===== config.mk =====
export PLATFORM = sky130hd
export DESIGN_NAME = seq_signed_divider
export DESIGN_NICKNAME = d
export VERILOG_FILES = /design/src/rtl/seq_signed_divider.sv
export SDC_FILE = /design/constraint.sdc
export NUM_CORES = 1
export LEC_CHECK = 0
export CAP_MARGIN = 0
export CORE_ASPECT_RATIO = 0.9
export CORE_MARGIN = 5
export CORE_UTILIZATION = 52
export CTS_BUF_LIST = sky130_fd_sc_hd__clkbuf_4 sky130_fd_sc_hd__clkbuf_8
export DETAILED_ROUTE_END_ITERATION = 16
export PLACE_DENSITY = 0.78
export RECOVER_POWER = 25
export SLEW_MARGIN = 20
export SYNTH_ARGS = -nofsm -noshare
export SYNTH_HDL_FRONTEND = slang
export SYNTH_SLANG_ARGS = --single-unit

===== constraint.sdc =====
create_clock -name clk -period 2.5 [get_ports clk]
set_input_delay 0.75 -clock clk [delete_from_list [all_inputs] [get_ports clk]]
set_output_delay 0.75 -clock clk [all_outputs]
set_load 0.02 [all_outputs]

===== src/rtl/seq_signed_divider.sv =====
// Sequential 16-bit signed divider: restoring radix-2, one quotient bit per cycle.
// Truncating semantics; divide-by-zero yields all-ones quotient and flags it.
module seq_signed_divider (
    input  logic        clk,
    input  logic        rst,
    input  logic        start,
    input  logic [15:0] dividend,
    input  logic [15:0] divisor,
    output logic        busy,
    output logic        done,
    output logic [15:0] quotient,
    output logic [15:0] remainder,
    output logic        div_by_zero
);

    typedef enum logic [1:0] {IDLE, CALC, FIX} state_t;

    state_t      state_q, state_d;
    logic [4:0]  cnt_q, cnt_d;
    logic [15:0] prem_q, prem_d;
    logic [15:0] quo_q, quo_d;
    logic [15:0] dmag_q, dmag_d;
    logic        qneg_q, qneg_d;
    logic        rneg_q, rneg_d;
    logic        dz_q, dz_d;
    logic        busy_q, busy_d;
    logic        done_q, done_d;
    logic [15:0] quotient_q, quotient_d;
    logic [15:0] remainder_q, remainder_d;
    logic        dbz_q, dbz_d;

    logic [15:0] a_mag, b_mag;
    logic [16:0] shifted, diff;

    always_comb begin
        a_mag   = dividend[15] ? (~dividend + 16'd1) : dividend;
        b_mag   = divisor[15] ? (~divisor + 16'd1) : divisor;
        // partial remainder stays below the divisor magnitude, so 17 bits suffice
        shifted = {prem_q, quo_q[15]};
        diff    = shifted - {1'b0, dmag_q};

        state_d     = state_q;
        cnt_d       = cnt_q;
        prem_d      = prem_q;
        quo_d       = quo_q;
        dmag_d      = dmag_q;
        qneg_d      = qneg_q;
        rneg_d      = rneg_q;
        dz_d        = dz_q;
        busy_d      = busy_q;
        done_d      = 1'b0;
        quotient_d  = quotient_q;
        remainder_d = remainder_q;
        dbz_d       = dbz_q;

        unique case (state_q)
            IDLE: begin
                if (start) begin
                    quo_d   = a_mag;
                    dmag_d  = b_mag;
                    prem_d  = 16'd0;
                    cnt_d   = 5'd16;
                    qneg_d  = dividend[15] ^ divisor[15];
                    rneg_d  = dividend[15];
                    dz_d    = (divisor == 16'd0);
                    busy_d  = 1'b1;
                    state_d = CALC;
                end
            end
            CALC: begin
                if (diff[16]) begin
                    prem_d = shifted[15:0];
                    quo_d  = {quo_q[14:0], 1'b0};
                end else begin
                    prem_d = diff[15:0];
                    quo_d  = {quo_q[14:0], 1'b1};
                end
                cnt_d = cnt_q - 5'd1;
                if (cnt_q == 5'd1) begin
                    state_d = FIX;
                end
            end
            FIX: begin
                if (dz_q) begin
                    quotient_d = 16'hFFFF;
                end else begin
                    quotient_d = qneg_q ? (~quo_q + 16'd1) : quo_q;
                end
                remainder_d = rneg_q ? (~prem_q + 16'd1) : prem_q;
                dbz_d       = dz_q;
                done_d      = 1'b1;
                busy_d      = 1'b0;
                cnt_d       = 5'd0;
                state_d     = IDLE;
            end
            default: begin
                state_d = IDLE;
            end
        endcase
    end

    always_ff @(posedge clk) begin
        if (rst) begin
            state_q     <= IDLE;
            cnt_q       <= 5'd0;
            prem_q      <= 16'd0;
            quo_q       <= 16'd0;
            dmag_q      <= 16'd0;
            qneg_q      <= 1'b0;
            rneg_q      <= 1'b0;
            dz_q        <= 1'b0;
            busy_q      <= 1'b0;
            done_q      <= 1'b0;
            quotient_q  <= 16'd0;
            remainder_q <= 16'd0;
            dbz_q       <= 1'b0;
        end else begin
            state_q     <= state_d;
            cnt_q       <= cnt_d;
            prem_q      <= prem_d;
            quo_q       <= quo_d;
            dmag_q      <= dmag_d;
            qneg_q      <= qneg_d;
            rneg_q      <= rneg_d;
            dz_q        <= dz_d;
            busy_q      <= busy_d;
            done_q      <= done_d;
            quotient_q  <= quotient_d;
            remainder_q <= remainder_d;
            dbz_q       <= dbz_d;
        end
    end

    assign busy        = busy_q;
    assign done        = done_q;
    assign quotient    = quotient_q;
    assign remainder   = remainder_q;
    assign div_by_zero = dbz_q;

endmodule


==> results.yml <==
floorplan:
  die_y_um: 108.9
  core_region_area_um2: 10720
  fp-row-count: 36
  initial_utilization: 0.5271
  die-area_um2: 13050
  io_pins: 70
  die-width_um: 119.9
critical_path:
  critPathMaxFanout: 8
  reg2reg_from: "quo_q[15]"
  worstPathRequired_ns: 2.78
  worst_setup_path_startpoint: "quo_q[15]"
  crit_slowest_cell: "dfxtp_2"
  critPathCaptureType: "register"
  crit_type: "reg2reg"
  regToRegSetupSlack_ns: -0.04
  critical_r2r_capture: "prem_q[10]"
  kind_of_launch_point_of_the_worst_setup_path: "register"
  critPathArrivalTime_ns: 2.81
  cp-endpoint: "prem_q[10]"
  rr_worst_depth: 12
  critical_path.max_stage_delay_ns: 0.35
  critical_path.cell_chain: "inv_2 > ha_4 > fa_2 > nand2b_4 > a21oi_4 > o21ba_4 > a2111oi_4 > o221ai_2 > buf_6 > buf_12 > mux2i_2 > o21ai_1"
sta:
  fin_hold_viols: 0
  achievable-frequency_mhz: 394.4
  timing_max_transition_violations_final: 0
  finalWorstSetupSlack_ns: -0.03547
  timing.final.setup_violations: 3
  period_needed_ns: 2.535
  fin_crit_sh: 1.014
  rsz0062_at_grt: "yes"
  skew_ns: 0.01195
  timing_worst_slew_pin_value_ns: 1.156
  fin_worst_hold_slack_ns: 0.4873
  timing.slew.headroom: 0.2262
  fin_tns_setup_ns: -0.06413
run:
  timing.max_cap.violations: 0
final_layout:
  total_nets_final: 912
  layoutNonFillerInstCount: 988
  antenna_fix_cells: 0
  share_of_final_layout_standard_cells_stronger_than_drive_strength_1: 0.2012
  area_delta_synth_final_pct: 33.68
  finalCoreUtilization: 0.7046
route:
  ratio_of_routed_vias_to_standard_cells: 5.588
  route.detailed.drc: 0
  post_drt_antenna_nets: 0
  drt_wl_total_um: 15360
  dr.first_iter.drc_count: 386
  drt-wirelength-per-cell_um: 15.54
  routed-via-count: 5521
  number_of_detailed_routing_iterations_run_before_antenna_repair: 4
yosys:
  avgSynthCellArea_um2: 7.958
  synth_largest_type_area_fraction: 0.3295
  synth.cell_area_um2: 5650
  most_frequent_cells_after_synthesis: "dfxtp_1 (93), nor2_1 (85), nand2_1 (76)"
  synth_top_cells_by_area: "dfxtp_1 (33%), ha_1 (5.8%), nor2_1 (5.6%)"
  synth-edff-count: 0
  synthMostInstantiatedCell: "dfxtp_1"
  mappedNetlistNets: 772
  synth-async-reset-ratio: 0
  syn_inst: 710
  yosysWarningCount: 0
  post_synthesis_register_bit_count: 93
  predominant_post_synthesis_flop_cell: "dfxtp_1"
  ys_types: 58
  yosysTopAreaCell: "dfxtp_1"
  share_of_the_yosys_chip_area_belonging_to_registers: 0.3295
global_route:
  grt_usage: 0.2370
  grt.overflow.total: 0
  grt_pass1_vias: 5369
  grt_first_pass_wirelength_um: 25180
  grt_antenna_before_repair: 0
  grt_max_degree: 53
clocking:
  cts_sinks: 93
  clkLatencyLatePin_ns: 0.39
  ctsHtreeMaxLevel: 3
  clockBufferDepth: 2
  tritoncts: "yes"
  cts.reportedPaths.clkPinSlew_ns: 0.10
  clk_root_buffer_cell: "clkbuf_8"
  cts_made_buffers: 9
placement:
  place.detailed.instances: 962
  io_buffer_count: 69
  post-dp-hpwl_um: 11790
  final_replace_weighted_congestion: 0.8687
  post_place_worst_slack_ns: -0.7092
hold_path:
  hold_path.class: "reg2reg"
outcome:
  run_status: "finished, violations left"
  violations_in_the_final_reports: "negative setup slack"
power_and_ir_drop:
  power.static_leakage_nw: 3.054
  peakVddDrop_mv: 0.4515
  areal_power_density_over_the_cells_nw_per_um2: 508.5
[worst max-delay path: cells and delay by family (launching register included)]
kind	cells	cell delay [ns]
and+or+nand+nor	1	0.17
DFF	1	0.35
AOI/OAI and AO/OA	5	0.80
buffers and inverters	3	0.36
adders and majority gates	2	0.50
muxes	1	0.23
[repair_timing]
action	4_1_cts	5_1_grt
setup buffers	4	6
hold buffers	0	0
gates resized for setup	22	54
endpoints found under the setup margin	24	28
pin swaps	12	22
[layer usage]
layer | GRT usage | vias up | part of all wire
li1 | - | 2802 | -
met1 | 0.3111 | 2569 | 0.46
met2 | 0.4020 | 134 | 0.48
met3 | 0.04201 | 16 | 0.049
met4 | 0.07032 | 0 | 0.012
met5 | 0 | - | 0
[where the power goes]
part           switching (mW)  internal, mW
clock                   0.595         0.385
sequential             0.0950          1.56
combinational           0.630         0.573
[flip-flops by register name, summed over array words and instances (netlist names)]
| signal | flops |
|---|---|
| busy | 1 |
| cnt_q | 5 |
| div_by_zero | 1 |
| dmag_q | 16 |
| done | 1 |
| dz_q | 1 |
| prem_q | 16 |
| qneg_q | 1 |
| quo_q | 16 |
| quotient | 16 |
| remainder | 16 |
| rneg_q | 1 |
| state_q | 2 |
[metrics by stage]
step | total power, mW | instance area [um2]
2_1_floorplan | 2.386 | 5703
3_3_place_gp | 2.752 | 7118
3_5_place_dp | 2.799 | 7118
4_1_cts | 3.815 | 7410
5_1_grt | 4.052 | 7553
6_report | 3.841 | 7553
[worst min path at each step]
stage	start	to	slack, ns	cells past startpoint
global placement	dmag_q[0]	dmag_q[0]	0.46	2
global route	quotient[12]	quotient[12]	0.52	2
CTS	remainder[6]	remainder[6]	0.49	2
detailed placement	dmag_q[0]	dmag_q[0]	0.46	2
finish	remainder[6]	remainder[6]	0.49	2
floorplan	dmag_q[0]	dmag_q[0]	0.44	2
[cells in the final DEF (no fill, tap or decap), types with 7 or more instances in the layout]
master and n:
o21ai_0 28, xor2_1 33, clkdlybuf4s50_1 58, a211oi_1 38, dfxtp_1 83, dfxtp_2 10
mux2i_1 17, nand3_1 9, o211ai_1 8, clkbuf_8 9, nand2_1 76, or3_1 10
nor2b_1 7, a21oi_1 36, buf_4 94, nor2_1 85, o31ai_1 12, ha_1 20
inv_1 27, xnor2_1 33, o21ai_1 16, nor3_1 12, o22ai_1 11
[logic make-up (layout without fill, tap and decap cells)]
| logic type | count (synthesis) | count (layout) | synth area share |
|---|---|---|---|
| mux | 20 | 20 | 0.03587 |
| xor+xnor | 66 | 66 | 0.1023 |
| compound gates | 195 | 195 | 0.2325 |
| buf+inv | 74 | 219 | 0.05093 |
| fa+ha+maj | 27 | 27 | 0.06112 |
| simple gates | 235 | 235 | 0.1878 |
| flops | 93 | 93 | 0.3295 |
[cell type report]
type	count	area, um2
Timing Repair Buffer	171	1459
Clock inverter	7	70.07
Clock buffer	9	123.9
Inverter	32	137.6
Multi-Input combinational cell	543	3722
Fill cell	870	3167
Tap cell	133	166.4
Sequential cell	93	1874
Power figures use the tool's default switching activity.
